**src/rtl/rms_norm_drv_if.sv**
```systemverilog
// Job/scale/result valid-ready streams between the activation buffer, the
// rms_norm_drv sequencer and the result consumer.
interface rms_norm_drv_if #(
   parameter int VEC_W  = 4,
   parameter int DATA_W = 16
);
   logic                      scale_valid;
   logic                      scale_ready;
   logic [VEC_W*DATA_W-1:0]   scale_vec;
   logic                      in_valid;
   logic                      in_ready;
   logic [VEC_W*DATA_W-1:0]   in_vec;
   logic                      out_valid;
   logic                      out_ready;
   logic [VEC_W*DATA_W-1:0]   out_vec;
   logic                      out_err;

   modport master (
      output scale_valid, scale_vec, in_valid, in_vec, out_ready,
      input  scale_ready, in_ready, out_valid, out_vec, out_err
   );

   modport slave (
      input  scale_valid, scale_vec, in_valid, in_vec, out_ready,
      output scale_ready, in_ready, out_valid, out_vec, out_err
   );
endinterface

```
**src/rtl/rms_norm_drv.sv**
```systemverilog
// Sequencer for one rms_norm_sf engine: one job in flight, operands held from
// launch to hand-off. RMS_DRV_TIMEOUT_EN adds a WAIT watchdog (TIMEOUT_CYC).
module rms_norm_drv #(
   parameter int VEC_W       = 4,
   parameter int DATA_W      = 16,
   parameter int TIMEOUT_CYC = 1024,
   parameter int CNT_W       = 16
) (
   input  logic                    i_clk,
   input  logic                    i_rst_n,
   input  logic                    i_enable,
   rms_norm_drv_if.slave           bus,
   output logic                    o_eng_enable,
   output logic                    o_eng_start,
   output logic [VEC_W*DATA_W-1:0] o_eng_input_arr,
   output logic [VEC_W*DATA_W-1:0] o_eng_scaling_arr,
   input  logic [VEC_W*DATA_W-1:0] i_eng_output_arr,
   input  logic                    i_eng_done,
   output logic                    o_busy,
   output logic                    o_err_timeout,
   output logic [CNT_W-1:0]        o_job_count
);
   localparam int W = VEC_W * DATA_W;

   typedef enum logic [1:0] {S_IDLE, S_LAUNCH, S_WAIT, S_HOLD} state_t;

   state_t         r_state, w_next;
   logic [W-1:0]   r_op, r_scale, r_res;
   logic [CNT_W-1:0] r_job_count;
   logic           w_rdy, w_tmo_hit;

   always_ff @(posedge i_clk or negedge i_rst_n) begin
      if (!i_rst_n) r_state <= S_IDLE;
      else          r_state <= w_next;
   end

   always_comb begin
      w_next      = r_state;
      w_rdy       = 1'b0;
      o_eng_start = 1'b0;
      case (r_state)
         S_IDLE: begin
            w_rdy = 1'b1;
            if (bus.in_valid) w_next = S_LAUNCH;
         end
         // eng_done may still be high from the previous run; not looked at here
         S_LAUNCH: begin
            o_eng_start = 1'b1;
            w_next      = S_WAIT;
         end
         S_WAIT: if (i_eng_done || w_tmo_hit) w_next = S_HOLD;
         S_HOLD: if (bus.out_ready) w_next = S_IDLE;
         default: w_next = S_IDLE;
      endcase
      if (!i_enable) begin
         w_next      = r_state;
         w_rdy       = 1'b0;
         o_eng_start = 1'b0;
      end
   end

   assign bus.in_ready    = w_rdy & i_rst_n;
   assign bus.scale_ready = w_rdy & i_rst_n;
   assign bus.out_valid   = (r_state == S_HOLD);
   assign bus.out_vec     = r_res;
   assign o_busy          = (r_state != S_IDLE);
   assign o_eng_enable    = i_enable;
   assign o_eng_input_arr = r_op;
   assign o_eng_scaling_arr = r_scale;
   assign o_job_count     = r_job_count;

   always_ff @(posedge i_clk or negedge i_rst_n) begin
      if (!i_rst_n) begin
         r_op        <= '0;
         r_scale     <= '0;
         r_res       <= '0;
         r_job_count <= '0;
      end else if (i_enable) begin
         if (r_state == S_IDLE) begin
            if (bus.scale_valid) r_scale <= bus.scale_vec;
            if (bus.in_valid)    r_op    <= bus.in_vec;
         end
         if (r_state == S_WAIT) begin
            if (i_eng_done)     r_res <= i_eng_output_arr;
            else if (w_tmo_hit) r_res <= '0;
         end
         if (r_state == S_HOLD && bus.out_ready) r_job_count <= r_job_count + 1'b1;
      end
   end

`ifdef RMS_DRV_TIMEOUT_EN
   localparam int TW = $clog2(TIMEOUT_CYC + 1);

   logic [TW-1:0] r_tmo_cnt;
   logic          r_err, r_err_timeout;

   // Fires on the TIMEOUT_CYC-th WAIT cycle, so HOLD follows at LAUNCH+TIMEOUT_CYC+1
   assign w_tmo_hit = (r_state == S_WAIT) && !i_eng_done &&
                      (r_tmo_cnt == TW'(TIMEOUT_CYC - 1));

   always_ff @(posedge i_clk or negedge i_rst_n) begin
      if (!i_rst_n) begin
         r_tmo_cnt     <= '0;
         r_err         <= 1'b0;
         r_err_timeout <= 1'b0;
      end else if (i_enable) begin
         if (r_state == S_LAUNCH) r_tmo_cnt <= '0;
         if (r_state == S_WAIT) begin
            r_tmo_cnt <= r_tmo_cnt + 1'b1;
            if (i_eng_done) begin
               r_err <= 1'b0;
            end else if (w_tmo_hit) begin
               r_err         <= 1'b1;
               r_err_timeout <= 1'b1;
            end
         end
      end
   end

   assign bus.out_err    = r_err;
   assign o_err_timeout  = r_err_timeout;
`else
   assign w_tmo_hit      = 1'b0;
   assign bus.out_err    = 1'b0;
   assign o_err_timeout  = 1'b0;
`endif
endmodule
```
**src/flat_wrapper.sv**
```systemverilog
// flat-port wrapper written by rule: the top's interface ports become plain ports
module rms_norm_drv_flat 
#(
   parameter int VEC_W       = 4,
   parameter int DATA_W      = 16,
   parameter int TIMEOUT_CYC = 1024,
   parameter int CNT_W       = 16
)
  (i_clk, i_rst_n, i_enable, o_eng_enable, o_eng_start, o_eng_input_arr, o_eng_scaling_arr, i_eng_output_arr, i_eng_done, o_busy, o_err_timeout, o_job_count, bus_scale_valid, bus_scale_vec, bus_in_valid, bus_in_vec, bus_out_ready, bus_scale_ready, bus_in_ready, bus_out_valid, bus_out_vec, bus_out_err);
  rms_norm_drv_if #(.VEC_W(VEC_W), .DATA_W(DATA_W)) bus_i ();
  input  logic i_clk;
  input  logic i_rst_n;
  input  logic i_enable;
  output logic o_eng_enable;
  output logic o_eng_start;
  output logic [VEC_W*DATA_W-1:0] o_eng_input_arr;
  output logic [VEC_W*DATA_W-1:0] o_eng_scaling_arr;
  input  logic [VEC_W*DATA_W-1:0] i_eng_output_arr;
  input  logic i_eng_done;
  output logic o_busy;
  output logic o_err_timeout;
  output logic [CNT_W-1:0] o_job_count;
  input wire logic [$bits(bus_i.scale_valid)-1:0] bus_scale_valid;
  input wire logic [$bits(bus_i.scale_vec)-1:0] bus_scale_vec;
  input wire logic [$bits(bus_i.in_valid)-1:0] bus_in_valid;
  input wire logic [$bits(bus_i.in_vec)-1:0] bus_in_vec;
  input wire logic [$bits(bus_i.out_ready)-1:0] bus_out_ready;
  output wire logic [$bits(bus_i.scale_ready)-1:0] bus_scale_ready;
  output wire logic [$bits(bus_i.in_ready)-1:0] bus_in_ready;
  output wire logic [$bits(bus_i.out_valid)-1:0] bus_out_valid;
  output wire logic [$bits(bus_i.out_vec)-1:0] bus_out_vec;
  output wire logic [$bits(bus_i.out_err)-1:0] bus_out_err;
  assign bus_i.scale_valid = bus_scale_valid;
  assign bus_i.scale_vec = bus_scale_vec;
  assign bus_i.in_valid = bus_in_valid;
  assign bus_i.in_vec = bus_in_vec;
  assign bus_i.out_ready = bus_out_ready;
  assign bus_scale_ready = bus_i.scale_ready;
  assign bus_in_ready = bus_i.in_ready;
  assign bus_out_valid = bus_i.out_valid;
  assign bus_out_vec = bus_i.out_vec;
  assign bus_out_err = bus_i.out_err;
  rms_norm_drv #(.VEC_W(VEC_W), .DATA_W(DATA_W), .TIMEOUT_CYC(TIMEOUT_CYC), .CNT_W(CNT_W)) u_core (.i_clk(i_clk), .i_rst_n(i_rst_n), .i_enable(i_enable), .bus(bus_i), .o_eng_enable(o_eng_enable), .o_eng_start(o_eng_start), .o_eng_input_arr(o_eng_input_arr), .o_eng_scaling_arr(o_eng_scaling_arr), .i_eng_output_arr(i_eng_output_arr), .i_eng_done(i_eng_done), .o_busy(o_busy), .o_err_timeout(o_err_timeout), .o_job_count(o_job_count));
endmodule
```
**config.mk**
```make
export PLATFORM = sky130hd
export DESIGN_NAME = rms_norm_drv_flat
export DESIGN_NICKNAME = d
export VERILOG_FILES = /design/src/rtl/rms_norm_drv_if.sv /design/src/rtl/rms_norm_drv.sv /design/src/flat_wrapper.sv
export SDC_FILE = /design/constraint.sdc
export NUM_CORES = 1
export LEC_CHECK = 0
export ABC_AREA = 0
export BUFFER_PORTS_ARGS = -buffer_cell sky130_fd_sc_hd__clkbuf_2
export CAP_MARGIN = 10
export CORE_AREA = 2 2 159 161
export CTS_BUF_LIST = sky130_fd_sc_hd__clkbuf_8
export CTS_CLUSTER_SIZE = 24
export DETAILED_ROUTE_END_ITERATION = 8
export DIE_AREA = 0 0 161 163
export HOLD_SLACK_MARGIN = 0.1
export SETUP_SLACK_MARGIN = 0.2
export SLEW_MARGIN = 20
export SYNTH_ARGS = -nofsm -noshare
export SYNTH_HDL_FRONTEND = slang
export SYNTH_SLANG_ARGS = --single-unit
export TNS_END_PERCENT = 20
```
**constraint.sdc**
```tcl
create_clock -name i_clk -period 2.7 [get_ports i_clk]
set_input_delay 0.135 -clock i_clk [delete_from_list [all_inputs] [get_ports i_clk]]
set_output_delay 0.135 -clock i_clk [all_outputs]
set_load 0.05 [all_outputs]
```
==> flow_metrics.tcl, run 1 <==
set metrics [dict create \
    cts_tree "yes" \
    cp-start-kind "flip-flop" \
    gp_congestion 0.739 \
    synth_top_area_share_pct 64.3 \
    clock-root-buffer "clkbuf_8" \
    synthCells 488 \
    cts_buffers 37 \
    mostFrequentLayoutCell "clkbuf_2" \
    final_cell_count_no_fill 1475 \
    drive_gt1_share_pct 59.2 \
    setup_viol 0 \
    ant_nets 0 \
    dr.pass1.iters 4 \
    ys_warn_count 0 \
    worstPathMaxFanout 36 \
    slew_viol_final 0 \
    maxSlewHeadroom_pct 49.8 \
    wl_per_cell_um 15.4 \
    fin_util_pct 53.8 \
    end_kind "flip-flop" \
    yosysSeqAreaShare_pct 64.3 \
    core_region_area_sq_um 24700 \
    ys_seq_elements 210 \
    start_util_pct 33.1 \
    clk_pin_slew_ns 0.06 \
    ir_drop_v 0.000960 \
    row_count 58 \
    crit_arrival_ns 2.44 \
    drt_iter0_markers 239 \
    status "completed" \
    pre_cts_slack_ns 0.618 \
    holdCritPathClass "input port to flip-flop" \
    final.setup.tns_ns 0 \
    die_area_sq_um 26200 \
    syn_area_per_cell_sq_um 16.7 \
    die_h_um 163 \
    post_cts.repair.setup_buffers 0 \
    grt_pass1_wl_um 35600 \
    multi_input_area_sq_um 2650 \
    dpl.hpwl_um 14900 \
    cts.sinks 210 \
    io_buffer_count 412 \
    grt.total_usage_pct 17.0 \
    htree_levels 2 \
    first_global_vias 6927 \
    syn2layout_area_growth_pct 62.5 \
    num_antenna_cells 0 \
    num-nets-final 1328 \
    layout_setup_ws_ns 0.667 \
    fillers 2079 \
    dpl_cell_area_sq_um 10600 \
    leakage_nw 6.69 \
    layout_common_cells "411 x clkbuf_2, 210 x dfrtp_1, 195 x dlygate4sd3_1" \
    required_ns 3.10 \
    design_area_sq_um 13300 \
    cts_resized 0 \
    final.period_utilization_pct 75.3 \
    ios 415 \
    drcViolationCount 0 \
    max_freq_mhz 492 \
    power.density_nw_per_um2 1360 \
    synth_top_area_cell "dfrtp_1" \
    clockBufferDepth 3 \
    antenna_found_initial 0 \
    yosys-top-cells-area "dfrtp_1 64%, mux2_2 27%, buf_6 2.5%, xnor2_1 1.3%, ha_1 0.92%" \
    worstMarginPinSlew_ns 0.753 \
    vias_per_cell 4.35 \
    dieWidth_um 161 \
    min_period_ns 2.03 \
    finClkSkew_ns 0.0275 \
    grt_max_degree 126 \
    synth_area_sq_um 8170 \
    routed_wl_um 22700 \
    worstSetupPathType "flip-flop to flip-flop" \
    maxCapViolCount 0 \
    num_vias 6416 \
    hold_buffers 195 \
    seqCellArea_sq_um 5260 \
    dpl.cell_count 1219 \
    finalHoldViolations 0 \
    synth_cell_type_count 25 \
    grt-ovfl-total 0 \
    rsz0062_at_grt "no" \
    clk_latency_ns 0.52 \
]
[worst max-delay path, cell delays in order (launching register included)]
cell and delay (ns):
dfrtp_1 0.40, inv_1 0.12, ha_1 0.22, nand3_2 0.48
buf_12 0.40, mux2_2 0.30
[registers in the layout (all words and copies together) (netlist names)]
| name | flops |
|---|---|
| u_core.bus.out_vec | 64 |
| u_core.o_eng_input_arr | 64 |
| u_core.o_eng_scaling_arr | 64 |
| u_core.o_job_count | 16 |
| u_core.r_state | 2 |
[synth_stat cells]
cell type / number
xor2_1: 3
inv_1: 8
nand3_4: 1
mux2_2: 194
o32a_1: 1
dfrtp_1: 210
nor4_4: 1
nor4_2: 1
nand4_4: 2
conb_1: 1
nand4_1: 3
and3_1: 1
nand3_1: 4
nand3_2: 3
ha_1: 6
and2_1: 1
nor2_1: 4
or2_2: 1
xnor2_1: 12
and2b_1: 1
nand2_1: 5
o221ai_1: 1
buf_4: 5
a21oi_1: 1
buf_6: 18
[per-stage QoR]
stage / hold WS, ns / power (mW)
after CTS: 0.110 / 18.2
after global routing: 0.145 / 18.9
after global placement: 0.0589 / 14.7
final: 0.142 / 18.0
after floorplan: -0.161 / 12.5
after detailed placement: 0.0596 / 14.8
[logic make-up after synthesis]
kind of cell	Yosys count	share of synthesized area [%]
compound gates	3	0.291
flops	210	64.3
xor+xnor	15	1.61
buf+inv	31	3.31
simple gates	28	2.73
fa+ha+maj	6	0.919
other cells	1	0.0459
mux	194	26.8
[final cells by class]
type / instances / share of cell area (%)
sequential: 210 / 39.6
multi-input combinational: 248 / 19.9
timing repair buffer: 618 / 31.4
inverter: 8 / 0.226
tap: 330 / 3.11
clock inverter: 20 / 1.49
clock buffer: 41 / 4.25
[final timing paths]
kind | start | slack, ns | end | depth (start not counted)
max | u_core.r_state[0]$_DFFE_PN0P_ | 0.67 | u_core.bus.out_vec[26]$_DFFE_PN0P_ | 5
min | i_enable | 0.14 | u_core.o_job_count[2]$_DFFE_PN0P_ | 3
max reg2reg | u_core.r_state[0]$_DFFE_PN0P_ | 0.67 | u_core.bus.out_vec[26]$_DFFE_PN0P_ | 5
min reg2reg | u_core.o_job_count[15]$_DFFE_PN0P_ | 0.48 | u_core.o_job_count[15]$_DFFE_PN0P_ | 1
max in group asynchronous | i_rst_n | 1.49 | u_core.o_eng_input_arr[56]$_DFFE_PN0P_ | 3
min in group asynchronous | i_rst_n | 0.17 | u_core.o_eng_scaling_arr[19]$_DFFE_PN0P_ | 2
[routing by layer]
metal	global-route usage [%]	share of wire, %	up-vias
met1	18.2	36	3093
met2	31.0	52	286
met3	5.47	8.0	64
met4	6.74	3.4	0
li1	-	-	2973
met5	0	0	-
[report_power, final]
part           switching (mW)  internal (mW)
registers               0.785           4.65
logic                    6.96           2.57
clock network            1.28           1.77
Power figures use the tool's default switching activity.
==> run 2: changes to the inputs <==
--- a/config.mk
+++ b/config.mk
@@ -8,11 +8,11 @@
 export ABC_AREA = 0
 export BUFFER_PORTS_ARGS = -buffer_cell sky130_fd_sc_hd__clkbuf_2
 export CAP_MARGIN = 10
-export CORE_AREA = 2 2 159 161
+export CORE_AREA = 2 2 163 165
 export CTS_BUF_LIST = sky130_fd_sc_hd__clkbuf_8
 export CTS_CLUSTER_SIZE = 24
 export DETAILED_ROUTE_END_ITERATION = 8
-export DIE_AREA = 0 0 161 163
+export DIE_AREA = 0 0 165 167
 export HOLD_SLACK_MARGIN = 0.1
 export SETUP_SLACK_MARGIN = 0.2
 export SLEW_MARGIN = 20
==> constraint.sdc (replaced) <==
create_clock -name i_clk -period 1.7 [get_ports i_clk]
set_input_delay 0.085 -clock i_clk [delete_from_list [all_inputs] [get_ports i_clk]]
set_output_delay 0.085 -clock i_clk [all_outputs]
set_load 0.05 [all_outputs]
==> run 2 against run 1 <==
Compared with the run above: utilization is 0.58 points lower; sequential cell count did not move; die area grew 5.0%; count of clock-buffer cells in the layout grew 8; combinational power rose by 64%; first-iteration DRC count is 24% higher; critical path type is now flip-flop to output pin; clock skew shrank 0.0058 ns; total power increased by 61%; largest power group unchanged; global-route usage fell by 0.50 points; final cell count up 2.0%; sequential share of layout area down 1.2 points.
==> flow_metrics.tcl, run 2 (same netlist as run 1, synthesis figures left out) <==
set metrics [dict create \
    clockBufferDepth 3 \
    finalPower_mw 28.9 \
    dieWidth_um 165 \
    drive_gt1_share_pct 60.8 \
    drcViolationCount 0 \
    setup_viol 0 \
    dpl.hpwl_um 15400 \
    end_kind "output pin" \
    drt_iter0_markers 297 \
    num_vias 6495 \
    mostFrequentLayoutCell "clkbuf_2" \
    finalHoldViolations 0 \
    grt_max_degree 107 \
    io_buffer_count 412 \
    cts_tree "yes" \
    cts.sinks 210 \
    slew_viol_final 0 \
    finClkSkew_ns 0.0217 \
    min_period_ns 1.62 \
    final_cell_count_no_fill 1504 \
    wl_per_cell_um 15.9 \
    clk_latency_ns 0.52 \
    syn2layout_area_growth_pct 67.9 \
    core_region_area_sq_um 25800 \
    grtUsageMet2_pct 30.3 \
    htree_levels 2 \
    clock-root-buffer "clkbuf_8" \
    grt_pass1_wl_um 35700 \
    holdCritPathClass "input port to flip-flop" \
    num_antenna_cells 0 \
    gp_congestion 0.767 \
    rsz0062_at_grt "yes" \
    final.period_utilization_pct 95.4 \
    met1_usage_pct 17.0 \
    ir_drop_v 0.00163 \
    first_global_vias 6956 \
    grtUsageMet3_pct 4.41 \
    layout_common_cells "406 x clkbuf_2, 201 x dfrtp_1, 197 x dlygate4sd3_1" \
    busiest_layer "met2" \
    maxCapViolCount 0 \
    cts_buffers 38 \
    vias_per_cell 4.32 \
    ant_nets 0 \
    clk_pin_slew_ns 0.05 \
    fillers 2177 \
    grt-ovfl-total 0 \
    antenna_found_initial 0 \
    dr.pass1.iters 4 \
    start_util_pct 31.7 \
    power.density_nw_per_um2 2110 \
    num-nets-final 1345 \
    max_freq_mhz 617 \
    ios 415 \
    seqCellArea_sq_um 5270 \
    final.setup.tns_ns 0 \
    die_area_sq_um 27600 \
    cp-start-kind "flip-flop" \
    crit_arrival_ns 1.54 \
    row_count 59 \
    status "completed" \
    dpl.cell_count 1225 \
    worstMarginPinSlew_ns 0.602 \
    routed_wl_um 23900 \
    grt.total_usage_pct 16.5 \
    leakage_nw 6.88 \
    maxSlewHeadroom_pct 59.9 \
    multi_input_area_sq_um 2720 \
    required_ns 1.62 \
    worstSetupPathType "flip-flop to output pin" \
    die_h_um 167 \
    worstPathMaxFanout 4 \
]
-- run 2: final timing paths --
kind,startpoint,endpoint,slack (ns),depth (start not counted)
max reg2reg,u_core.r_state[1]$_DFFE_PN0P_,u_core.bus.out_vec[36]$_DFFE_PN0P_,0.10,6
max in group asynchronous,i_rst_n,u_core.o_eng_input_arr[61]$_DFFE_PN0P_,0.97,3
min,bus_scale_valid,u_core.o_eng_scaling_arr[25]$_DFFE_PN0P_,0.18,4
min in group asynchronous,i_rst_n,u_core.o_eng_scaling_arr[32]$_DFFE_PN0P_,0.23,3
min reg2reg,u_core.o_job_count[15]$_DFFE_PN0P_,u_core.o_job_count[15]$_DFFE_PN0P_,0.47,1
max,u_core.r_state[1]$_DFFE_PN0P_,bus_in_ready,0.08,4
-- run 2: layer usage --
| layer | routed length (um) | vias to the layer above |
|---|---|---|
| met5 | 0 | - |
| met4 | 1050 | 0 |
| met3 | 1610 | 80 |
| met2 | 12500 | 291 |
| met1 | 8740 | 3111 |
| li1 | - | 3013 |
-- run 2: area by class of cell --
type / instances / area share [%]
Sequential cell: 210 / 38.4
Clock inverter: 20 / 0.611
Timing Repair Buffer: 634 / 32.9
Clock buffer: 49 / 4.92
Inverter: 8 / 0.246
Tap cell: 335 / 3.06
Multi-Input combinational cell: 248 / 19.8
-- run 2: stage by stage --
| step | utilization [%] | area (sq um) | hold slack, ns | setup WS, ns |
|---|---|---|---|---|
| 3_3_place_gp | 41.5 | 10700 | 0.246 | 0.143 |
| 6_report | 53.2 | 13700 | 0.181 | 0.0779 |
| 4_1_cts | 52.5 | 13500 | 0.143 | 0.0315 |
| 2_1_floorplan | - | 8240 | -0.211 | 0.0643 |
| 3_5_place_dp | 41.5 | 10700 | 0.234 | 0.104 |
| 5_1_grt | 53.2 | 13700 | 0.184 | 0.00512 |
-- run 2: worst max-delay path: stages (launching register included) --
cell       delay (ns)
dfrtp_1          0.39
inv_2            0.10
ha_4             0.16
and3_4           0.22
clkbuf_16        0.17
-- run 2: power by group --
part	switching, mW	leakage, nW	internal [mW]
clock network	2.06	0.447	2.58
logic	11.2	3.90	4.44
registers	1.29	2.53	7.39
-- run 2: timing repair --
item                       CTS  global route
resized for setup           14             7
cloned                       0             6
buffers inserted             4             3
setup endpoints to repair  186           208
hold endpoints to repair   415             0
hold buffers               197             0
pin swaps                    2             1
